**config.mk**
```make
export PLATFORM = sky130hd
export DESIGN_NAME = s13207_g9280_obs_monitor
export DESIGN_NICKNAME = d
export VERILOG_FILES = /design/src/rtl/s13207_mon_pkg.sv /design/src/rtl/s13207_g9280_obs_monitor_misr.sv /design/src/rtl/s13207_g9280_obs_monitor.sv
export SDC_FILE = /design/constraint.sdc
export NUM_CORES = 1
export LEC_CHECK = 0
export ABC_CLOCK_PERIOD_IN_PS = 2600
export CAP_MARGIN = 20
export CORE_MARGIN = 10
export CORE_UTILIZATION = 50
export CTS_BUF_LIST = sky130_fd_sc_hd__clkbuf_8
export DETAILED_ROUTE_END_ITERATION = 12
export PLACE_DENSITY = 0.77
export SLEW_MARGIN = 10
export SYNTH_ARGS = -nofsm -noshare
export SYNTH_HDL_FRONTEND = slang
export SYNTH_SLANG_ARGS = --single-unit
export TNS_END_PERCENT = 50
```
**constraint.sdc**
```tcl
create_clock -name clk -period 2.6 [get_ports clk]
set_input_delay 0.65 -clock clk [delete_from_list [all_inputs] [get_ports clk]]
set_output_delay 0.65 -clock clk [all_outputs]
set_load 0.005 [all_outputs]
```
**src/rtl/s13207_mon_pkg.sv**
```systemverilog
// Shared types and helpers for the s13207 g9280 observation monitor.
// Holds the FSM state enum, the default MISR taps and a saturating increment.

package s13207_mon_pkg;

   typedef enum logic [1:0] {
      ST_IDLE  = 2'd0,
      ST_RUN   = 2'd1,
      ST_DRAIN = 2'd2,
      ST_DONE  = 2'd3
   } mon_state_e;

   // Default MISR feedback taps (bit i set = tap i).
   localparam logic [15:0] MISR_POLY_DEF = 16'hB400;

   // Widest counter sat_inc can handle.
   localparam int unsigned SAT_MAX_W = 32;

   // Increment v, holding at 2^w-1 instead of wrapping.
   // The counter is zero-extended into 32 bits by the caller.
   function automatic logic [31:0] sat_inc(
      input logic [31:0] v,
      input int unsigned w
   );
      logic [31:0] lim;
      if (w >= SAT_MAX_W) begin
         lim = 32'hFFFF_FFFF;
      end else begin
         lim = (32'd1 << w) - 32'd1;
      end
      if (v >= lim) begin
         return lim;
      end
      return v + 32'd1;
   endfunction

endpackage

```
**src/rtl/s13207_g9280_obs_monitor_misr.sv**
```systemverilog
// obs_misr: serial-input MISR compacting the faulty-copy g9280 stream.
// Ports: clk, rst (sync, active high), clr (zero the signature),
//        en (shift in din this cycle), din (serial bit), sig (signature).

module obs_misr
   import s13207_mon_pkg::*;
#(
   parameter int unsigned           MISR_W    = 16,
   parameter logic [MISR_W-1:0]     MISR_POLY = MISR_W'(MISR_POLY_DEF)
) (
   input  logic              clk,
   input  logic              rst,
   input  logic              clr,
   input  logic              en,
   input  logic              din,
   output logic [MISR_W-1:0] sig
);

   logic [MISR_W-1:0] sig_q;
   logic [MISR_W-1:0] sig_d;
   logic [MISR_W-1:0] shifted;

   always_comb begin
      shifted = {sig_q[MISR_W-2:0], 1'b0};
      if (sig_q[MISR_W-1]) begin
         shifted = shifted ^ MISR_POLY;
      end
      sig_d = sig_q;
      // A clear and a shift never coincide in the top, but clear wins.
      if (clr) begin
         sig_d = '0;
      end else if (en) begin
         sig_d = {shifted[MISR_W-1:1], shifted[0] ^ din};
      end
   end

   always_ff @(posedge clk) begin
      if (rst) begin
         sig_q <= '0;
      end else begin
         sig_q <= sig_d;
      end
   end

   assign sig = sig_q;

endmodule

```
**src/rtl/s13207_g9280_obs_monitor.sv**
```systemverilog
// Observer for the g9280 cone: compares golden vs faulty copies per vector,
// counts mismatches (saturating), captures the first failing vector index
// and compacts the faulty stream into a MISR signature.
// Ports:
//   clk, rst                  clock, synchronous active-high reset
//   start, num_vec            campaign start pulse and vector count
//   obs_valid, obs_ready      sample handshake (ready only in RUN)
//   golden_g9280/faulty_g9280 the two cone outputs for this vector
//   busy, done                campaign status (RUN/DRAIN vs DONE)
//   err_count                 saturating mismatch count
//   first_err_vld/_idx        first mismatching vector index
//   signature                 MISR of the faulty stream

module s13207_g9280_obs_monitor
   import s13207_mon_pkg::*;
#(
   parameter int unsigned        IDX_W     = 16,
   parameter int unsigned        CNT_W     = 16,
   parameter int unsigned        MISR_W    = 16,
   parameter logic [MISR_W-1:0]  MISR_POLY = MISR_W'(MISR_POLY_DEF)
) (
   input  logic              clk,
   input  logic              rst,
   input  logic              start,
   input  logic [IDX_W-1:0]  num_vec,
   input  logic              obs_valid,
   output logic              obs_ready,
   input  logic              golden_g9280,
   input  logic              faulty_g9280,
   output logic              busy,
   output logic              done,
   output logic [CNT_W-1:0]  err_count,
   output logic              first_err_vld,
   output logic [IDX_W-1:0]  first_err_idx,
   output logic [MISR_W-1:0] signature
);

   // FSM and campaign bookkeeping
   mon_state_e       state_q;
   mon_state_e       state_d;
   logic [IDX_W-1:0] cnt_q;
   logic [IDX_W-1:0] cnt_d;
   logic [IDX_W-1:0] nvec_q;
   logic [IDX_W-1:0] nvec_d;

   // Stage 1: registered transfer
   logic             s1_vld_q;
   logic             s1_vld_d;
   logic             s1_gold_q;
   logic             s1_gold_d;
   logic             s1_flt_q;
   logic             s1_flt_d;
   logic [IDX_W-1:0] s1_idx_q;
   logic [IDX_W-1:0] s1_idx_d;

   // Stage 2: result registers
   logic [CNT_W-1:0] err_q;
   logic [CNT_W-1:0] err_d;
   logic             fvld_q;
   logic             fvld_d;
   logic [IDX_W-1:0] fidx_q;
   logic [IDX_W-1:0] fidx_d;

   // Decoded events
   logic             start_ok;
   logic             xfer;
   logic             last_xfer;
   logic             mism;

   always_comb begin
      start_ok  = start &&
                  ((state_q == ST_IDLE) ||
                   (state_q == ST_DONE));
      xfer      = obs_valid && (state_q == ST_RUN);
      last_xfer = xfer &&
                  (cnt_q == nvec_q - IDX_W'(1));
      mism      = s1_vld_q &&
                  (s1_gold_q ^ s1_flt_q);
   end

   // Next state. DRAIN gives the last stage-1
   // entry one cycle to retire before done.
   always_comb begin
      state_d = state_q;
      cnt_d   = cnt_q;
      nvec_d  = nvec_q;
      unique case (state_q)
         ST_IDLE, ST_DONE: begin
            if (start_ok) begin
               nvec_d = num_vec;
               cnt_d  = '0;
               if (num_vec == '0) begin
                  state_d = ST_DONE;
               end else begin
                  state_d = ST_RUN;
               end
            end
         end
         ST_RUN: begin
            if (xfer) begin
               cnt_d = cnt_q + IDX_W'(1);
               if (last_xfer) begin
                  state_d = ST_DRAIN;
               end
            end
         end
         ST_DRAIN: begin
            state_d = ST_DONE;
         end
         default: begin
            state_d = ST_IDLE;
         end
      endcase
   end

   // Stage 1 capture and stage 2 update.
   always_comb begin
      s1_vld_d  = xfer;
      s1_gold_d = s1_gold_q;
      s1_flt_d  = s1_flt_q;
      s1_idx_d  = s1_idx_q;
      if (xfer) begin
         s1_gold_d = golden_g9280;
         s1_flt_d  = faulty_g9280;
         s1_idx_d  = cnt_q;
      end

      err_d  = err_q;
      fvld_d = fvld_q;
      fidx_d = fidx_q;
      if (mism) begin
         err_d = CNT_W'(sat_inc(32'(err_q), CNT_W));
         if (!fvld_q) begin
            fvld_d = 1'b1;
            fidx_d = s1_idx_q;
         end
      end

      // Stage 1 is always empty in IDLE/DONE,
      // so a clear never drops a live sample.
      if (start_ok) begin
         err_d    = '0;
         fvld_d   = 1'b0;
         fidx_d   = '0;
         s1_vld_d = 1'b0;
      end
   end

   always_ff @(posedge clk) begin
      if (rst) begin
         state_q   <= ST_IDLE;
         cnt_q     <= '0;
         nvec_q    <= '0;
         s1_vld_q  <= 1'b0;
         s1_gold_q <= 1'b0;
         s1_flt_q  <= 1'b0;
         s1_idx_q  <= '0;
         err_q     <= '0;
         fvld_q    <= 1'b0;
         fidx_q    <= '0;
      end else begin
         state_q   <= state_d;
         cnt_q     <= cnt_d;
         nvec_q    <= nvec_d;
         s1_vld_q  <= s1_vld_d;
         s1_gold_q <= s1_gold_d;
         s1_flt_q  <= s1_flt_d;
         s1_idx_q  <= s1_idx_d;
         err_q     <= err_d;
         fvld_q    <= fvld_d;
         fidx_q    <= fidx_d;
      end
   end

   obs_misr #(
      .MISR_W    (MISR_W),
      .MISR_POLY (MISR_POLY)
   ) u_misr (
      .clk (clk),
      .rst (rst),
      .clr (start_ok),
      .en  (s1_vld_q),
      .din (s1_flt_q),
      .sig (signature)
   );

   assign obs_ready     = (state_q == ST_RUN);
   assign busy          = (state_q == ST_RUN) ||
                          (state_q == ST_DRAIN);
   assign done          = (state_q == ST_DONE);
   assign err_count     = err_q;
   assign first_err_vld = fvld_q;
   assign first_err_idx = fidx_q;

endmodule

```
# Yosys cells after proc, flatten, opt, wreduce, memory -nomap -nowiden
# Index checks and enable logic that the tools add are counted.
[totals]
out_inout_bits = 52
elab_cells = 55
regBits = 102
[classes]
reduce_logical = 15
n_eq_ne = 7
n_addsub = 3
n_bitwise = 4
magnitude_cmp = 1
muxes = 14
[ops]
columns = ["op", "count"]
rows = [
  ["16-bit two-way mux", 5],
  ["16-bit by 1-bit adder with 16-bit output (second input constant)", 2],
  ["16-bit by 32-bit greater-or-equal comparator with 1-bit output", 1],
  ["32-bit two-way mux", 1],
  ["16-bit case mux with 2 select lines", 1],
  ["16-bit == test", 1],
  ["16-bit logical NOT", 1],
  ["16-bit by 1-bit subtractor with 16-bit output (second input constant)", 1],
  ["2-bit two-way mux", 4],
  ["2-bit case mux with 3 select lines", 1],
  ["3-bit AND reduction", 2],
  ["2-bit == test (second input constant)", 2],
  ["1-bit logical AND", 4],
  ["2-bit by 1-bit != test with 1-bit output (second input constant)", 2],
  ["4-bit inverter", 1],
  ["2-bit AND reduction", 2],
  ["2-bit OR reduction", 2],
  ["2-bit by 1-bit == test with 1-bit output (second input constant)", 1],
  ["2-bit logical NOT", 1],
  ["1-bit logical OR", 2],
  ["1-bit two-way mux", 2],
  ["2-bit != test (second input constant)", 1],
  ["2-bit nonzero test", 1],
  ["1-bit XOR", 2],
  ["1-bit inverter", 1],
]

# Depth between registers and ports, before layout
# Gate-level depths: netlist (run 1).
[logic_depth]
ltp_word = 7
ltp_mapped = 9

# Modules after synthesis
# From an unflattened synthesis (run 1), not the netlist that was laid out.
[unflattened]
hier_cells = 578
area_unflattened_um2 = 4752.1
[modules_own_cells]
columns = ["mod", "n_inst", "area_each_um2", "cells_per_inst"]
rows = [
  ["s13207_g9280_obs_monitor", 1, 4057.6, 510],
  ["obs_misr", 1, 694.4, 68],
]

# Worst setup path after synthesis (run 1)
# No wires, ideal clock.
[synth_timing]
path_type = "register -> register"
startpoint = "register nvec_q[0]"
endpoint = "register state_q[0]"
path_slack_ps = 61
arrival_time_ps = 2416
period_less_slack_ps = 2539
stages_incl_launch_ff = 10
path_buffers = 0
path_cell_list = "dfxtp_1 -> inv_1 -> ha_1 -> or4b_4 -> o31a_1 -> nor3_2 -> o21ai_1 -> a2111oi_1 -> a31oi_1 -> mux2_1"
[synth_between]
elab_chain_cells = 5
[synth_rtl]
columns = ["element", "line", "source"]
rows = [
  ["start, declared", "s13207_g9280_obs_monitor.sv:43", "logic [IDX_W-1:0] nvec_q;"],
  ["start signal, assigned", "s13207_g9280_obs_monitor.sv:164", "nvec_q <= nvec_d;"],
  ["16-bit by 1-bit subtractor with 16-bit output", "s13207_g9280_obs_monitor.sv:76", "(cnt_q == nvec_q - IDX_W'(1));"],
  ["16-bit == test", "s13207_g9280_obs_monitor.sv:76", ""],
  ["1-bit logical AND", "s13207_g9280_obs_monitor.sv:75", "last_xfer = xfer &&"],
  ["2-bit by 1-bit != test with 1-bit output (no line)", "-", ""],
  ["3-bit AND reduction (no line)", "-", ""],
  ["end signal, assigned", "s13207_g9280_obs_monitor.sv:162", "state_q <= state_d;"],
  ["end, declared", "s13207_g9280_obs_monitor.sv:39", "mon_state_e state_q;"],
]
# Every way passes these cells.
# A chain may end at the register's enable or synchronous reset.

# Worst setup path after layout (run 1)
# Same ends and word-level chain as after synthesis.

==> impl_results.md, run 1 <==
* CP arrival at 2780 ps
* Power share of the sequential group at 0.424
* # DRC at 0
* Worst slew pin tran at 657 ps
* Ys Warns at 0
* CP Max Fanout at 2
* Placement Setup Slack at -168 ps
* Flops & latches, synth at 102
* Area delta synth->final at 23.4%
* WL per Instance at 14.7 um
* # IOs at 74
* Outcome: complete, no violations
* Internal power at 2.63 mW
* Max Slew Vio Count at 0
* Die Height at 116 um
* Pwr dens at 719 nW/um^2
* Gr usage total at 0.161
* Leak Pwr at 1.93 nW
* Drt via density at 5.38
* Worst-Skew Late Latency at 370 ps
* CTS tree: built
* First-pass GRT wire length at 18100 um
* CTS clock-pin slew for the worst setup and hold paths at 100 ps
* Antenna viol nets, final at 0
* Crit end category: flop
* Num CTS Buffers at 9
* Net Switching at 1.45 mW
* Filler Cells Inserted at 753
* Fin crit share at 0.971
* Crit Path Category: flop to flop
* Worst vdd ir at 0.366 mV
* H-tree Lvls at 3
* Yosys cell types at 46
* Critical path launch point type: flop
* Top FF cell, synth: dfxtp_1
* Drt pass-1 iters at 4
* Fin. Hold Viols at 0
* RD Place Congestion at 0.938
* Synth Instances at 569
* Antenna cells at 0
* Via count at 3985
* Max cap viols at 0
* Antenna violations before repair at 0
* Clk network pwr share at 0.230
* Max frequency at 396 MHz
* Final HPWL DP at 8150 um
* Max clock buf depth at 2
* DRT iter0 DRCs at 225
* Setup_tns at 0 ps
* GRT Residual Overflow at 0
* Clock Sinks at 102
* Die width at 116 um
* Multi-input gate area at 2390 um^2
* Fin area at 5690 um^2
* Setup ws final at 76.7 ps
* Post-synth EDFFs at 0
* Vias in the first global route at 3921
* Total wire length at 10900 um
* Final Skew at 15.4 ps
* Port Buf Inserts at 73
* Syn Nets at 597
* Async set-or-reset flop fraction in the synthesized netlist at 0
* Core area at 8850 um^2
* Register area at 2040 um^2
* Sequential fraction of the synthesis area at 0.443
* Syn Std Cell Area at 4610 um^2
* Instance area at placement at 5410 um^2
* Clk root buf: clkbuf_8
* Max transition margin at 0.562
* Comb power frac at 0.346
* Worst Hold Class: flop to flop
* Initial core utilization at 0.521
* Worst path required time at 2860 ps
* Sw Share at 0.355
* Largest net degree at the start of global routing at 37
* Nets@finish at 656
* Rows at 34
* Die area at 13500 um^2
* Hold_buf cts at 0
* Min cycle time layout at 2520 ps
* Final setup vio count at 0
* Layout cell share with drive strength beyond 1 at 0.0916
* Synthesized area per cell at 8.10 um^2
## state kept, by name, indices dropped and copies added, names as in the netlist, 2 cells and up
name           count
cnt_q             16
err_count         16
first_err_idx     16
nvec_q            16
s1_idx_q          16
state_q            2
u_misr.sig        16
## power by group through the flow
| stage | Clock [mW] | Sequential [mW] | Combinational, mW |
|---|---|---|---|
| 6_report | 0.941 | 1.73 | 1.41 |
| 2_1_floorplan | 0 | 1.74 | 0.866 |
| 3_5_place_dp | 0 | 1.76 | 1.24 |
| 4_1_cts | 0.956 | 1.73 | 1.26 |
| 3_3_place_gp | 0 | 1.76 | 1.22 |
| 5_1_grt | 1.02 | 1.74 | 1.53 |
## layout make-up
type                       count  area share
clock inverter                 6     0.00792
multi-input combinational    414       0.421
inverter                       6     0.00396
sequential                   102       0.360
clock buffer                  10      0.0242
tap                          108      0.0238
timing repair buffer          95       0.160
## worst paths after layout
check                      startpoint                       endpoint  slack, ps  cells after the start
max            nvec_q[0]$_SDFFE_PP0P_        state_q[0]$_SDFFE_PP0P_         80                      9
min          s1_idx_q[2]$_SDFFE_PP0P_  first_err_idx[2]$_SDFFE_PP0P_        440                      2
max reg2reg    nvec_q[0]$_SDFFE_PP0P_        state_q[0]$_SDFFE_PP0P_         80                      9
min reg2reg  s1_idx_q[2]$_SDFFE_PP0P_  first_err_idx[2]$_SDFFE_PP0P_        440                      2
## kinds of logic (layout without fill, tap and decap cells)
kind of cell	count (synthesis)	count (layout)	synth area share
and+or+nand+nor	244	244	0.235
muxes	16	16	0.0358
adders and majority gates	6	6	0.0163
AOI/OAI and AO/OA	99	99	0.121
DFF	102	102	0.443
xor gates and xnor gates	49	49	0.0931
buffers and inverters	53	117	0.0557
## timing repair
| action | CTS | global route |
|---|---|---|
| resized for setup | 0 | 19 |
| endpoints found under the setup margin | 0 | 2 |
| setup buffers | 0 | 1 |
## synthesized netlist by cell type, types with 2 or more instances
cell	instances	area share
o31a_1	2	0.0038
nand3_1	12	0.013
xor2_1	29	0.055
nor4_1	9	0.012
nand4_1	12	0.016
mux2_2	2	0.0049
buf_1	4	0.0033
and3_1	3	0.0041
a21oi_1	69	0.075
nor3_1	4	0.0043
nor2b_1	2	0.0027
or3_1	4	0.0054
a211oi_1	6	0.0098
and2_1	5	0.0068
nor3_2	2	0.0043
ha_1	6	0.016
buf_4	11	0.018
mux2i_1	12	0.026
inv_1	6	0.0049
o21ai_0	8	0.0087
nor2_1	53	0.043
nand2_1	127	0.10
mux2_1	2	0.0049
xnor2_1	20	0.038
clkbuf_1	29	0.024
nand2b_1	4	0.0054
and4_1	2	0.0038
dfxtp_1	102	0.44
buf_6	2	0.0049
a31oi_1	4	0.0054
## stage by stage
stage          power [mW]  instances  hold WS (ps)  utilization
4_1_cts              3.94        739           453        0.632
2_1_floorplan        2.61        569           432            -
3_5_place_dp         3.00        723           449        0.611
6_report             4.09        741           444        0.643
5_1_grt              4.30        741           474        0.643
3_3_place_gp         2.97        723           445        0.611
## critical path: stages (launching register included)
cell and delay [ps]:
dfxtp_2 330, inv_1 80, ha_4 130, or4b_4 460
o31a_1 270, nor3_2 150, o21ai_2 110, a2111oi_4 410
a31oi_4 150, mux2_4 320
## placed cells by master, fill, tap and decap left out, types with 2 or more instances in the layout
| cell type | n |
|---|---|
| and2_1 | 5 |
| o21ai_0 | 6 |
| nor4_1 | 7 |
| a211oi_1 | 6 |
| xor2_1 | 29 |
| nand3_1 | 12 |
| clkinvlp_4 | 2 |
| o31a_1 | 2 |
| clkbuf_8 | 10 |
| ha_1 | 5 |
| mux2_4 | 2 |
| nand2b_1 | 3 |
| dfxtp_2 | 2 |
| nor2b_1 | 2 |
| buf_4 | 21 |
| clkinv_2 | 2 |
| nand4_1 | 12 |
| mux2i_1 | 12 |
| nor3_1 | 4 |
| dfxtp_1 | 100 |
| inv_1 | 5 |
| o21ai_1 | 2 |
| nand2_1 | 127 |
| xnor2_1 | 20 |
| nor2_1 | 52 |
| and4_1 | 2 |
| and3_1 | 3 |
| or3_1 | 4 |
| nor4_2 | 2 |
| clkdlybuf4s50_1 | 73 |
| mux2_2 | 2 |
| a21oi_1 | 69 |
| a31oi_1 | 3 |
## per-layer routing
| layer | vias to the layer above | share of wire | track usage |
|---|---|---|---|
| met5 | - | 0 | 0 |
| met2 | 72 | 0.51 | 0.289 |
| met1 | 1884 | 0.44 | 0.183 |
| li1 | 2022 | - | - |
| met3 | 7 | 0.049 | 0.0496 |
| met4 | 0 | 0.0078 | 0.0400 |
Power figures use the tool's default switching activity.
==> run 2, diff against run 1 <==
--- a/config.mk
+++ b/config.mk
@@ -11,7 +11,9 @@
 export CORE_UTILIZATION = 50
 export CTS_BUF_LIST = sky130_fd_sc_hd__clkbuf_8
 export DETAILED_ROUTE_END_ITERATION = 12
+export GPL_TIMING_DRIVEN = 1
 export PLACE_DENSITY = 0.77
+export REMOVE_ABC_BUFFERS = 1
 export SLEW_MARGIN = 10
 export SYNTH_ARGS = -nofsm -noshare
 export SYNTH_HDL_FRONTEND = slang
==> impl_results.md, run 2 (synthesis gave the netlist of run 1 again) <==
* Largest net degree at the start of global routing at 45 (+22%)
* Worst-Skew Late Latency at 360 ps (about the same)
* Final HPWL DP at 8090 um (-0.65%)
* DRT iter0 DRCs at 254 (+13%)
* Antenna viol nets, final at 0 (unchanged)
* Rows at 34 (unchanged)
* Hold_buf cts at 0 (unchanged)
* Drt pass-1 iters at 4 (unchanged)
* Total wire length at 10700 um (-2.0%)
* WL per Instance at 14.4 um (-2.4%)
* Critical path launch point type: flop
* First-pass GRT wire length at 17700 um (-1.8%)
* Worst Hold Class: flop to flop
* RD Place Congestion at 0.876 (-6.6%)
* Fin crit share at 0.979 (+0.00855)
* Max transition margin at 0.554 (-0.00835)
* Leading cell types in the layout, fill and taps excluded: nand2_1 (127), dfxtp_1 (100), clkdlybuf4s50_1 (73)
* GRT Residual Overflow at 0 (unchanged)
* Max frequency at 393 MHz (-0.87%)
* Most common cell after layout, fill and taps aside: nand2_1
* Nets@finish at 659 (+0.46%)
* Die width at 116 um (unchanged)
* Max Slew Vio Count at 0 (unchanged)
* Fin. Hold Viols at 0 (unchanged)
* # DRC at 0 (unchanged)
* Pwr dens at 723 nW/um^2 (+0.58%)
* Worst path required time at 2860 ps (about the same)
* Final Skew at 11.4 ps (-4.04 ps)
* CTS tree: built
* H-tree Lvls at 3 (unchanged)
* Gr usage total at 0.159 (-0.00257)
* Clk root buf: clkbuf_8
* # IOs at 74 (unchanged)
* Die area at 13500 um^2 (unchanged)
* Antenna cells at 0 (unchanged)
* Via count at 4030 (+1.1%)
* CP Max Fanout at 4 (+2)
* CTS clock-pin slew for the worst setup and hold paths at 100 ps (about the same)
* Initial core utilization at 0.521 (unchanged)
* Num CTS Buffers at 9 (unchanged)
* Drt via density at 5.42 (+0.72%)
* Leak Pwr at 1.95 nW (+1.0%)
* CP arrival at 2800 ps (+20 ps)
* Outcome: complete, no violations
* Layout cell share with drive strength beyond 1 at 0.0928 (+0.00114)
* Port Buf Inserts at 73 (unchanged)
* Fin Hold WS at 459 ps (+14.6 ps)
* Die Height at 116 um (unchanged)
* Vias in the first global route at 3847 (-1.9%)
* Crit end category: flop
* Core area at 8850 um^2 (unchanged)
* Worst slew pin tran at 669 ps (+12.5 ps)
* Final Util at 0.643 (about the same)
* Area delta synth->final at 23.5% (about the same)
* Final setup vio count at 0 (unchanged)
* Min cycle time layout at 2550 ps (+22.2 ps)
* Crit Path Category: flop to flop
* Worst vdd ir at 0.755 mV (+110%)
* Antenna violations before repair at 0 (unchanged)
* Max cap viols at 0 (unchanged)
* Max clock buf depth at 2 (unchanged)
* Clock Sinks at 102 (unchanged)
[run 2: cell count changes in the layout (fill, tap and decap cells not counted), sizes merged]
| cell | delta |
|---|---|
| buf | +3 |
| clkbuf | -1 |
| bufinv | +1 |
| inv | +1 |
| clkinv | -1 |
[run 2: final cells by class]
class                   instances  area, um^2
multi-input cells             414        2360
repair buffers                 98         931
flip-flops and latches        102        2040
well taps                     108         135
fillers                       727        3160
clock buffers                   9         124
inverters                       6        22.5
clock inverters                 7        73.8
[run 2: worst max-delay path, cell delays in order (launching register included)]
cell	delay (ps)
dfxtp_2	350
inv_2	70
ha_4	120
or4b_4	460
o31a_1	280
nor3_2	110
o21ai_1	100
a2111oi_2	430
a31oi_2	200
mux2_4	330
[run 2: layer usage]
| metal | track usage | vias to the layer above | wire length (um) |
|---|---|---|---|
| met4 | 0.0409 | 0 | 129 |
| met2 | 0.279 | 104 | 5250 |
| met5 | 0 | - | 0 |
| met1 | 0.181 | 1886 | 4600 |
| li1 | - | 2025 | - |
| met3 | 0.0527 | 15 | 723 |
[run 2: power breakdown]
part | total [mW] | leakage, nW | internal (mW) | switching, mW
clock | 0.995 | 0.0990 | 0.450 | 0.545
sequential | 1.73 | 0.825 | 1.65 | 0.0804
combinational | 1.39 | 1.02 | 0.622 | 0.767
total | 4.11 | 1.95 | 2.72 | 1.39
[run 2: through the flow]
stage	std cells	setup slack, ps	power, mW	cell area (um^2)	setup TNS, ps
2_1_floorplan	522	61.0	2.53	4370	0
3_3_place_gp	727	-44.3	3.03	5440	-87.9
3_5_place_dp	727	-172	3.05	5440	-324
4_1_cts	743	34.6	4.05	5640	0
5_1_grt	744	-30.9	4.36	5690	-53.4
6_report	744	54.4	4.11	5690	0
[run 2: final timing paths]
path | from | end | slack, ps | cells after the start
max | nvec_q[1]$_SDFFE_PP0P_ | state_q[0]$_SDFFE_PP0P_ | 50 | 9
min | first_err_idx[7]$_SDFFE_PP0P_ | first_err_idx[7]$_SDFFE_PP0P_ | 460 | 2
max reg2reg | nvec_q[1]$_SDFFE_PP0P_ | state_q[0]$_SDFFE_PP0P_ | 50 | 9
min reg2reg | first_err_idx[7]$_SDFFE_PP0P_ | first_err_idx[7]$_SDFFE_PP0P_ | 460 | 2
[run 2: what timing repair did]
action                     4_1_cts  5_1_grt
resized for setup                1       13
setup endpoints to repair        1        2
pin swaps                        0        6
setup buffers                    0        1
